**src/rtl/freq_cnt_pkg.sv**
```systemverilog
// Shared constants for the gated edge counter.
// FSM encoding and default widths.
package freq_cnt_pkg;

  localparam int DEF_CNT_W       = 32;
  localparam int DEF_SYNC_STAGES = 2;

  localparam logic [1:0] IDLE  = 2'd0;
  localparam logic [1:0] ARMED = 2'd1;
  localparam logic [1:0] COUNT = 2'd2;

endpackage

```
**src/rtl/sync_edge_det.sv**
```systemverilog
// Multi-flop synchronizer with one delay flop.
// Produces synced level plus single-cycle rise/fall.
module sync_edge_det
  import freq_cnt_pkg::*;
#(
  parameter int SYNC_STAGES = DEF_SYNC_STAGES
) (
  input  logic clock,
  input  logic reset,
  input  logic d,
  output logic level,
  output logic rise,
  output logic fall
);

  logic [SYNC_STAGES-1:0] sync_q;
  logic                   level_d;

  always_ff @(posedge clock) begin
    if (!reset) begin
      sync_q  <= '0;
      level_d <= 1'b0;
    end else begin
      sync_q  <= {sync_q[SYNC_STAGES-2:0], d};
      level_d <= sync_q[SYNC_STAGES-1];
    end
  end

  assign level = sync_q[SYNC_STAGES-1];
  assign rise  = level & ~level_d;
  assign fall  = ~level & level_d;

endmodule

```
**src/rtl/gated_edge_counter.sv**
```systemverilog
// Counts sig_in rising edges per gate_in high phase.
// Define OVF_SAT_EN for saturating count and overflow flag.
module gated_edge_counter
  import freq_cnt_pkg::*;
#(
  parameter int CNT_W       = DEF_CNT_W,
  parameter int SYNC_STAGES = DEF_SYNC_STAGES
) (
  input  logic             clock,
  input  logic             reset,
  input  logic             enable,
  input  logic             gate_in,
  input  logic             sig_in,
  input  logic             result_ack,
  output logic [CNT_W-1:0] result,
  output logic             result_valid,
  output logic             overrun,
`ifdef OVF_SAT_EN
  output logic             overflow,
`endif
  output logic             busy
);

  localparam int PRIME_W = $clog2(SYNC_STAGES + 1);

  logic [1:0]       state;
  logic [CNT_W-1:0] count;
  logic [CNT_W-1:0] count_inc;
  logic [PRIME_W-1:0] prime_cnt;
  logic             primed;

  logic gate_lvl;
  logic gate_rise;
  logic gate_fall;
  logic sig_lvl;
  logic sig_rise;
  logic sig_fall;
  logic sig_unused;

`ifdef OVF_SAT_EN
  logic at_max;
  logic sat_hit;
`endif

  sync_edge_det #(
    .SYNC_STAGES(SYNC_STAGES)
  ) u_gate_sync (
    .clock(clock),
    .reset(reset),
    .d    (gate_in),
    .level(gate_lvl),
    .rise (gate_rise),
    .fall (gate_fall)
  );

  sync_edge_det #(
    .SYNC_STAGES(SYNC_STAGES)
  ) u_sig_sync (
    .clock(clock),
    .reset(reset),
    .d    (sig_in),
    .level(sig_lvl),
    .rise (sig_rise),
    .fall (sig_fall)
  );

  assign sig_unused = sig_lvl ^ sig_fall;

  // Cleared flops read as "gate low" until real samples arrive.
  assign primed = (prime_cnt == PRIME_W'(SYNC_STAGES));

  always_ff @(posedge clock) begin
    if (!reset) begin
      prime_cnt <= '0;
    end else if (!primed) begin
      prime_cnt <= prime_cnt + PRIME_W'(1);
    end
  end

`ifdef OVF_SAT_EN
  assign at_max = &count;
`endif

  always_comb begin
    count_inc = count + CNT_W'(1);
`ifdef OVF_SAT_EN
    if (at_max) count_inc = count;
`endif
  end

  always_ff @(posedge clock) begin
    if (!reset) begin
      state        <= IDLE;
      count        <= '0;
      result       <= '0;
      result_valid <= 1'b0;
      overrun      <= 1'b0;
`ifdef OVF_SAT_EN
      sat_hit      <= 1'b0;
      overflow     <= 1'b0;
`endif
    end else begin
      if (result_ack && result_valid) begin
        result_valid <= 1'b0;
        overrun      <= 1'b0;
`ifdef OVF_SAT_EN
        overflow     <= 1'b0;
`endif
      end
      if (!enable) begin
        state <= IDLE;
        count <= '0;
`ifdef OVF_SAT_EN
        sat_hit <= 1'b0;
`endif
      end else begin
        unique case (state)
          IDLE: begin
            count <= '0;
            if (primed && !gate_lvl) state <= ARMED;
          end
          ARMED: begin
            if (gate_rise) begin
              state <= COUNT;
              count <= CNT_W'(sig_rise);
`ifdef OVF_SAT_EN
              sat_hit <= 1'b0;
`endif
            end
          end
          COUNT: begin
            if (gate_fall) begin
              state        <= ARMED;
              result       <= count;
              result_valid <= 1'b1;
              if (result_valid && !result_ack) overrun <= 1'b1;
`ifdef OVF_SAT_EN
              overflow     <= sat_hit;
`endif
            end else if (sig_rise) begin
              count <= count_inc;
`ifdef OVF_SAT_EN
              sat_hit <= sat_hit | at_max;
`endif
            end
          end
          default: begin
            state <= IDLE;
            count <= '0;
          end
        endcase
      end
    end
  end

  assign busy = (state == ARMED) || (state == COUNT);

endmodule

```
**config.mk**
```make
export PLATFORM = sky130hd
export DESIGN_NAME = gated_edge_counter
export DESIGN_NICKNAME = d
export VERILOG_FILES = /design/src/rtl/freq_cnt_pkg.sv /design/src/rtl/sync_edge_det.sv /design/src/rtl/gated_edge_counter.sv
export SDC_FILE = /design/constraint.sdc
export NUM_CORES = 1
export LEC_CHECK = 0
export CORE_ASPECT_RATIO = 0.9
export CORE_MARGIN = 2
export CORE_UTILIZATION = 40
export DETAILED_ROUTE_END_ITERATION = 10
export DONT_BUFFER_PORTS = 1
export GPL_ROUTABILITY_DRIVEN = 0
export PLACE_DENSITY = 0.58
export SLEW_MARGIN = 15
export SYNTH_ARGS = -nofsm -noshare
export SYNTH_HDL_FRONTEND = slang
export SYNTH_SLANG_ARGS = --single-unit
```
**constraint.sdc**
```tcl
create_clock -name clock -period 2.2 [get_ports clock]
set_input_delay 0.44 -clock clock [delete_from_list [all_inputs] [get_ports clock]]
set_output_delay 0.44 -clock clock [all_outputs]
set_load 0.005 [all_outputs]
```
### Word-level counts from Yosys, hierarchy flattened

Cells that the tools add are included.

* memory bits (writable): 0
* memories: 0
* logic and storage cells: 54
* bits in read-only memories: 0
* register bits: 76
* latch bits: 0

* eq/ne operators: 8
* $mul: 0
* order comparisons: 0
* reductions and logical operators: 11
* multiplexer cells: 17
* bitwise operators: 6
* divide/modulo/power cells: 0
* shifts and indexed selects: 0
* add/sub/neg operators: 2

Operator list (count)
* $mux W32: 3
* $pmux W32 S2: 1
* $add A32 B1 Y32 const B: 1
* $ne A2 B2 Y1 const B: 5
* $mux W1: 9
* $reduce_and A3 Y1: 3
* $mux W2: 3
* $pmux W2 S3: 1
* $eq A2 B2 Y1 const B: 2
* $and A1 B1 Y1: 3
* $logic_and A1 B1 Y1: 3
* $not A1 Y1: 3
* $add A2 B1 Y2 const B: 1
* $eq A2 B1 Y1 const B: 1
* $logic_not A1 Y1: 2
* $logic_not A2 Y1: 1
* $reduce_and A2 Y1: 1
* $logic_or A1 B1 Y1: 1

### Logic depth before layout (Yosys ltp)

Gate-level depths: netlist (run 1).

* word-level depth: 6
* mapped depth: 9
* depth with buffers taken out: 7

### Modules after synthesis

From an unflattened synthesis (run 1), not the netlist that was laid out.

* cell total of the unflattened synthesis: 400
* area, all modules: 3389.5 um^2

By module, submodules not included
* gated_edge_counter: area each 3206.8 um^2, sequential area each 1401.3 um^2, times used 1, cells each 384
* sync_edge_det: area each 91.3 um^2, sequential area each 60.1 um^2, times used 2, cells each 8

### Worst setup path before layout (run 1)

No wires, ideal clock.

* kind: flip-flop to flip-flop
* start: reg state[0]
* end: reg count[10]
* required time: 2072 ps
* setup slack: 134 ps
* setup time: 128 ps
* path buffers: 3
* arrival: 1939 ps
* cell stages (with the launch flop): 10
* period minus slack after synthesis: 2066 ps
* path through: dfxtp_1 > inv_1 > ha_1 > clkbuf_1 > o21a_1 > nor2_1 > a21o_1 > clkbuf_1 > clkbuf_1 > nor2_1

* longest elaborated chain between the ends: 3
* elaborated cells between the ends (all ways): 7
* classes of those cells: 5 x eq/ne; 1 x mux; 1 x reduce/logical

RTL lines
* from (decl): RTL line gated_edge_counter.sv:26 `logic [1:0] state;`
* from (signal assigned): RTL line gated_edge_counter.sv:93 `state <= IDLE;`
* from (signal assigned): RTL line gated_edge_counter.sv:111 `state <= IDLE;`
* from (signal assigned): RTL line gated_edge_counter.sv:120 `if (primed && !gate_lvl) state <= ARMED;`
* $eq A2 B2 Y1 / $eq A2 B1 Y1 (equally long branches): RTL line gated_edge_counter.sv:117 `unique case (state)`
* $ne A2 B2 Y1 (no source line)
* $reduce_and A3 Y1 (no source line)
* to (signal assigned): RTL line gated_edge_counter.sv:125 `count <= CNT_W'(sig_rise);`
* to (signal assigned): RTL line gated_edge_counter.sv:141 `count <= count_inc;`
* to (decl): RTL line gated_edge_counter.sv:27 `logic [CNT_W-1:0] count;`

Several ways; a longest one is shown, not always the timed one.
A chain may end at the register's enable or synchronous reset.

### Final worst setup path (run 1)

* start: reg state[1]
* end: reg count[14]

Same word-level chain as after synthesis.

==> out/qor.yml, run 1 <==
run_status:
  run_status: "complete, no violations"
sta:
  worstMarginPinSlew_ps: 410
  timing.fmax_ghz: 0.489
  maxSlewHeadroom_pct: 72.4
  final_hold_viol_count: 0
  finalCriticalPeriod_ps: 2040
  grt_setup_unrepaired: "no"
  setup_total_negative_slack_ps: 0
  report.final.slew_viol_count: 0
  clock-skew-final_ps: 8.25
  post-route-period-util_pct: 92.9
  report.final.setup_viol: 0
worst_setup_path:
  critical-path-slowest-cell: "or4_4"
  worstSetupEndpoint: "count[14]"
  path_depth: 6
  register_to_register_setup_slack_ps: 160
  cp.buffers_inverters: 1
  startpoint_type: "register"
  setup.worst_path.start: "state[1]"
  endpoint_kind: "register"
  critical_path.top_delay_family: "simple AND/OR/NAND/NOR gates"
  rr_startpoint: "state[1]"
  criticalPathCategory: "reg2reg"
  reg2regPathDepth: 6
  cpPeakStageDelay_ps: 580
  crit_path_cell_trace: "inv_1, ha_1, and2_1, or4_4, or3_1, a21oi_1"
  regToRegEndpoint: "count[14]"
  timing.critical_path.fanout_max: 6
  worst_ep_arrival_ps: 2320
  worst-endpoint-required_ps: 2480
power:
  switching_power_mw: 0.639
  power.internal_mw: 2.07
  p_sw_share_pct: 23.6
  vdd.ir_drop.worst_v: 0.000389
  comb_power_share_pct: 6.6
  p_clk_share_pct: 41.4
  seqPwrFrac_pct: 52.1
  power_density_nw_per_um2: 709
  leakagePower_nw: 1.23
placement:
  dpl_cell_area_um2: 3610
  detailedPlacementHpwl_um: 5540
  port_buffers: 0
  dp_cells: 507
cells_and_area:
  insertedDiodeCount: 0
  fin_cells: 523
  area_growth_pct: 12.2
  drive_gt1_share_pct: 10.1
  post-route-cell-area_um2: 3820
  design.final.nets: 431
clock_tree:
  cts.reportedPaths.clkPinSlew_ps: 80
  htreeDepth: 3
  cts_tree: "done"
  cts_resized: 0
  cts_buf_count: 9
  clock_sinks: 76
  ctsHoldBuffers: 0
  clk_latency_ps: 350
  clock_tree.buffer_depth: 2
  clk_root_buffer_cell: "clkbuf_8"
  postCtsSetupBuffers: 0
routing:
  remaining_drc_errors: 0
  drt-initial-drc-count: 140
  detail_route.wl_per_cell_um: 15.2
  ant_nets: 0
  route.vias.total: 2865
  dr.pass1.iters: 4
  vias_per_cell: 5.48
  routed_wirelength_um: 7940
synthesis:
  largest_family_of_logic_cells_by_synthesized_area: "simple AND/OR/NAND/NOR gates"
  post_synth_fa_ha_maj_area_fraction_pct: 2.21
  yosys.area_share.simple_pct: 29.2
  synth_area_um2: 3400
  synthesis.nets: 422
  netlist_instances: 410
  synth_seq_cells: 76
  post_synth.cell_area_avg_um2: 8.30
  synthXorXnorAreaFrac_pct: 2.32
  count_of_flip_flops_with_a_built_in_enable_after_synthesis: 0
  synthDominantAreaCellType: "dfxtp_1"
  yosys.cell_types.count: 45
  synthArstFlopShare_pct: 0
  yosys.area.top_type_share_pct: 44.7
  ys.warnings.count: 0
  synth_compound_area_share_pct: 17.1
  ys_seq_area_share_pct: 44.7
  post_synth_main_area_contributors: "dfxtp_1 45%, nand2_1 9.7%, a21boi_0 7.3%, a21oi_1 3.4%, nor2_1 2.6%"
  post_synth_mux_area_share_pct: 0.882
  synth-main-ff-cell: "dfxtp_1"
floorplan:
  placement_rows: 31
  design.portCount: 41
  dieArea_um2: 9260
  core_area_um2: 8150
  die_w_um: 101
  initial_utilization_pct: 41.8
  die_h_um: 91.5
hold_path:
  hold_path.class: "in2reg"
grt:
  wire_length_of_the_first_global_routing_pass_um: 13400
  total_grt_overflow: 0
  globalRouteTotalUtil_pct: 18.2
  antenna_found_initial: 0
  grt_pass1_vias: 2740
  grt_start_max_net_pins: 44
job:
  timing.max_cap.violations: 0
-- worst register-to-register path, delay by kind of cell, from the launching register on --
kind	cells	cell delay, ps
adders and majority gates	1	260
DFF	1	390
AOI/OAI and AO/OA	1	140
buffers and inverters	1	80
and+or+nand+nor	3	1120
-- metal layers --
layer  GRT usage [%]  part of all wire, %  up-vias
met5               0                    0        -
met2            28.0                   43       72
met4            5.74                  1.4        0
met1            24.9                   50     1340
met3            4.39                  5.4       11
li1                -                    -     1442
-- layout by cell type, fill, tap and decap left out, drive strengths merged, types with 9 or more instances in the layout --
master / instances
a21boi: 33
a21oi: 23
and2: 12
buf: 20
clkbuf: 11
dfxtp: 76
inv: 9
nand2: 89
nand3: 16
nand4: 12
nor2: 24
o21ai: 17
or4: 9
-- metrics by stage --
step | util [%] | setup WS (ps) | hold slack [ps] | power, mW
finish | 46.9 | 156 | 202 | 2.71
global route | 46.9 | 53.1 | 193 | 2.82
CTS | 46.9 | 162 | 188 | 2.74
detailed placement | 44.3 | 178 | 419 | 1.62
global placement | 44.3 | 260 | 414 | 1.62
floorplan | - | 134 | 412 | 1.58
-- area by class of cell --
cell class | count | area [um2]
clock inverter | 5 | 58.8
fill | 833 | 4330
multi-input combinational | 304 | 1760
timing repair buffer | 20 | 175
tap | 99 | 124
inverter | 8 | 30.0
clock buffer | 11 | 151
sequential | 76 | 1520
-- sequential cells by signal, indices dropped and copies added (netlist names), named ones only --
signal               cells
count                   32
u_sig_sync.level_d       1
prime_cnt                2
u_gate_sync.level_d      1
result_valid             1
u_gate_sync.sync_q       2
result                  32
state                    2
u_sig_sync.sync_q        2
-- kinds of logic after synthesis --
kind of cell,after synthesis
adder cells (fa/ha/maj),6
XOR/XNOR,9
buffers and inverters,30
flip-flops,76
multiplexers,3
AO/OA/AOI/OAI,89
AND/OR/NAND/NOR,197
-- synthesized netlist by cell type, types with 2 or more instances --
cell type / number
a21boi_0: 33
a21oi_1: 23
a31oi_1: 2
and2_1: 12
and3_1: 6
and4_1: 2
buf_2: 2
clkbuf_1: 18
dfxtp_1: 76
ha_1: 6
inv_1: 8
mux2i_1: 3
nand2_1: 88
nand2b_1: 4
nand3_1: 14
nand3_2: 2
nand4_1: 11
nand4b_1: 3
nor2_1: 24
nor2b_1: 3
nor3_1: 5
o21ai_0: 16
o31ai_1: 7
or3_1: 7
or4_1: 8
xnor2_1: 3
xor2_1: 6
-- power by group through the flow --
| stage | clock, mW | combinational, mW | sequential, mW |
|---|---|---|---|
| floorplan | 0 | 0.144 | 1.44 |
| global route | 1.21 | 0.201 | 1.41 |
| CTS | 1.15 | 0.179 | 1.41 |
| detailed placement | 0 | 0.178 | 1.44 |
| finish | 1.12 | 0.177 | 1.41 |
| global placement | 0 | 0.173 | 1.44 |
-- worst min path at each step --
stage,start,to,slack (ps),cells after the start
floorplan,u_gate_sync.sync_q[0],u_gate_sync.sync_q[1],410,1
global placement,u_gate_sync.sync_q[0],u_gate_sync.sync_q[1],410,1
detailed placement,u_sig_sync.sync_q[0],u_sig_sync.sync_q[1],420,1
CTS,reset,register,190,2
global route,reset,register,190,2
finish,reset,register,200,2
Power figures use the tool's default switching activity.
==> run 2: changes to the inputs <==
CORE_UTILIZATION = 56   (was 40)
PLACE_DENSITY = 0.76   (was 0.58)
SYNTH_HIERARCHICAL = 1   (was unset)
==> out/qor.yml, run 2 <==
clock_tree:
  htreeDepth: 3  # unchanged
  clock_sinks: 76  # unchanged
  clk_root_buffer_cell: "clkbuf_8"
  clock_tree.buffer_depth: 2  # unchanged
  cts.reportedPaths.clkPinSlew_ps: 80  # about the same
  ctsHoldBuffers: 0  # unchanged
  clk_latency_ps: 360  # about the same
  cts_buf_count: 9  # unchanged
  postCtsSetupBuffers: 0  # unchanged
  cts_resized: 0  # unchanged
  cts_tree: "done"
worst_setup_path:
  timing.critical_path.fanout_max: 7  # +1
  startpoint_type: "register"
  criticalPathCategory: "reg2reg"
  endpoint_kind: "register"
  worst-endpoint-required_ps: 2480  # about the same
  reg2regPathDepth: 7  # +1
  worst_ep_arrival_ps: 2330  # about the same
synthesis:
  netlist_instances: 399  # -2.7%
  ys.warnings.count: 6  # +6
  synthesis.nets: 412  # -2.4%
  synth_area_um2: 3380  # -0.59%
  post_synth.cell_area_avg_um2: 8.48  # +2.2%
floorplan:
  dieArea_um2: 6680  # -28%
  design.portCount: 41  # unchanged
  core_area_um2: 5760  # -29%
  placement_rows: 26  # -16%
  die_h_um: 77.7  # -15%
  initial_utilization_pct: 58.8  # +17 points
  die_w_um: 85.9  # -15%
placement:
  port_buffers: 0  # unchanged
  place_ws_ps: 149  # -28.4 ps
  detailedPlacementHpwl_um: 4690  # -15%
  dp_cells: 457  # -9.9%
job:
  timing.max_cap.violations: 0  # unchanged
sta:
  final_hold_viol_count: 0  # unchanged
  timing.fmax_ghz: 0.487  # -0.36%
  finalCriticalPeriod_ps: 2050  # +7.37 ps
  worstMarginPinSlew_ps: 640  # +230 ps
  grt_setup_unrepaired: "no"
  report.final.slew_viol_count: 0  # unchanged
  setup_total_negative_slack_ps: 0  # unchanged
  clock-skew-final_ps: 10.8  # +2.54 ps
  maxSlewHeadroom_pct: 57.0  # -15 points
  report.final.setup_viol: 0  # unchanged
  post-route-period-util_pct: 93.3  # +0.34 points
  layout_setup_ws_ps: 148  # -7.37 ps
cells_and_area:
  layout_common_cells: "86 x nand2_1, 76 x dfxtp_1, 33 x a21boi_0"
  layout.cells.most_common: "nand2_1"
  insertedDiodeCount: 0  # unchanged
  fin_cells: 473  # -9.6%
  drive_gt1_share_pct: 9.18  # -0.96 points
  area_growth_pct: 9.69
  design.final.nets: 411  # -4.6%
  filler_cell_count: 484  # -42%
  largest_registers: "count: 32 flops, result: 32 flops"
routing:
  remaining_drc_errors: 0  # unchanged
  vias_per_cell: 5.87  # +7.2%
  ant_nets: 0  # unchanged
  detail_route.wl_per_cell_um: 14.5  # -4.4%
  routed_wirelength_um: 6860  # -14%
  drt-initial-drc-count: 174  # +24%
  route.vias.total: 2777  # -3.1%
  dr.pass1.iters: 4  # unchanged
hold_path:
  hold_path.class: "in2reg"
  min_path_cells: 2  # unchanged
grt:
  globalRouteTotalUtil_pct: 22.5  # +4.4 points
  wire_length_of_the_first_global_routing_pass_um: 12000  # -10%
  antenna_found_initial: 0  # unchanged
  grt_start_max_net_pins: 45  # +2.3%
  grt_pass1_vias: 2568  # -6.3%
  total_grt_overflow: 0  # unchanged
power:
  leakagePower_nw: 1.12  # -9.5%
  fin_total_pwr_mw: 2.66  # -2.0%
  power_density_nw_per_um2: 716  # +0.89%
  vdd.ir_drop.worst_v: 0.000508  # +31%
run_status:
  run_status: "complete, no violations"
==> run 2: metrics by stage <==
step | utilization, % | instance area, um2 | hold slack, ps
after floorplan | - | 3380 | 412
after global placement | 60.5 | 3480 | 415
after detailed placement | 60.5 | 3480 | 419
after CTS | 64.0 | 3690 | 182
after global routing | 64.5 | 3710 | 188
final | 64.5 | 3710 | 196
==> run 2: metal layers <==
metal / routed length [um] / GRT usage (%)
met4: 89 / 7.30
met2: 3120 / 34.7
met3: 394 / 8.72
met1: 3260 / 29.0
met5: 0 / 0
==> run 2: path summary, 6_finish.rpt <==
| kind | from | to | slack (ps) |
|---|---|---|---|
| setup / recovery | state[0] | count[15] | 150 |
| hold / removal | reset | register | 200 |
| setup reg to reg | state[0] | count[15] | 150 |
| hold reg to reg | u_sig_sync/sync_q[0] | u_sig_sync/sync_q[1] | 430 |
==> run 2: power breakdown <==
| part | internal, mW | switching (mW) |
|---|---|---|
| Combinational | 0.0755 | 0.0840 |
| Clock | 0.578 | 0.506 |
| Sequential | 1.40 | 0.0146 |
| Total | 2.05 | 0.605 |
==> run 2: layout make-up <==
type	instances	area [um2]	area share (%)
multi-input cells	292	1760	47.5
flip-flops and latches	76	1520	41.0
clock buffers	11	151	4.08
repair buffers	11	108	2.90
well taps	70	87.6	2.36
clock inverters	5	50.0	1.35
inverters	8	30.0	0.809
==> run 2: worst max-delay path: stages (launching register included) <==
cell,delay (ps)
dfxtp_1,400
inv_1,90
ha_1,220
inv_1,190
o2111ai_2,210
buf_4,210
or4_1,470
a21oi_1,180
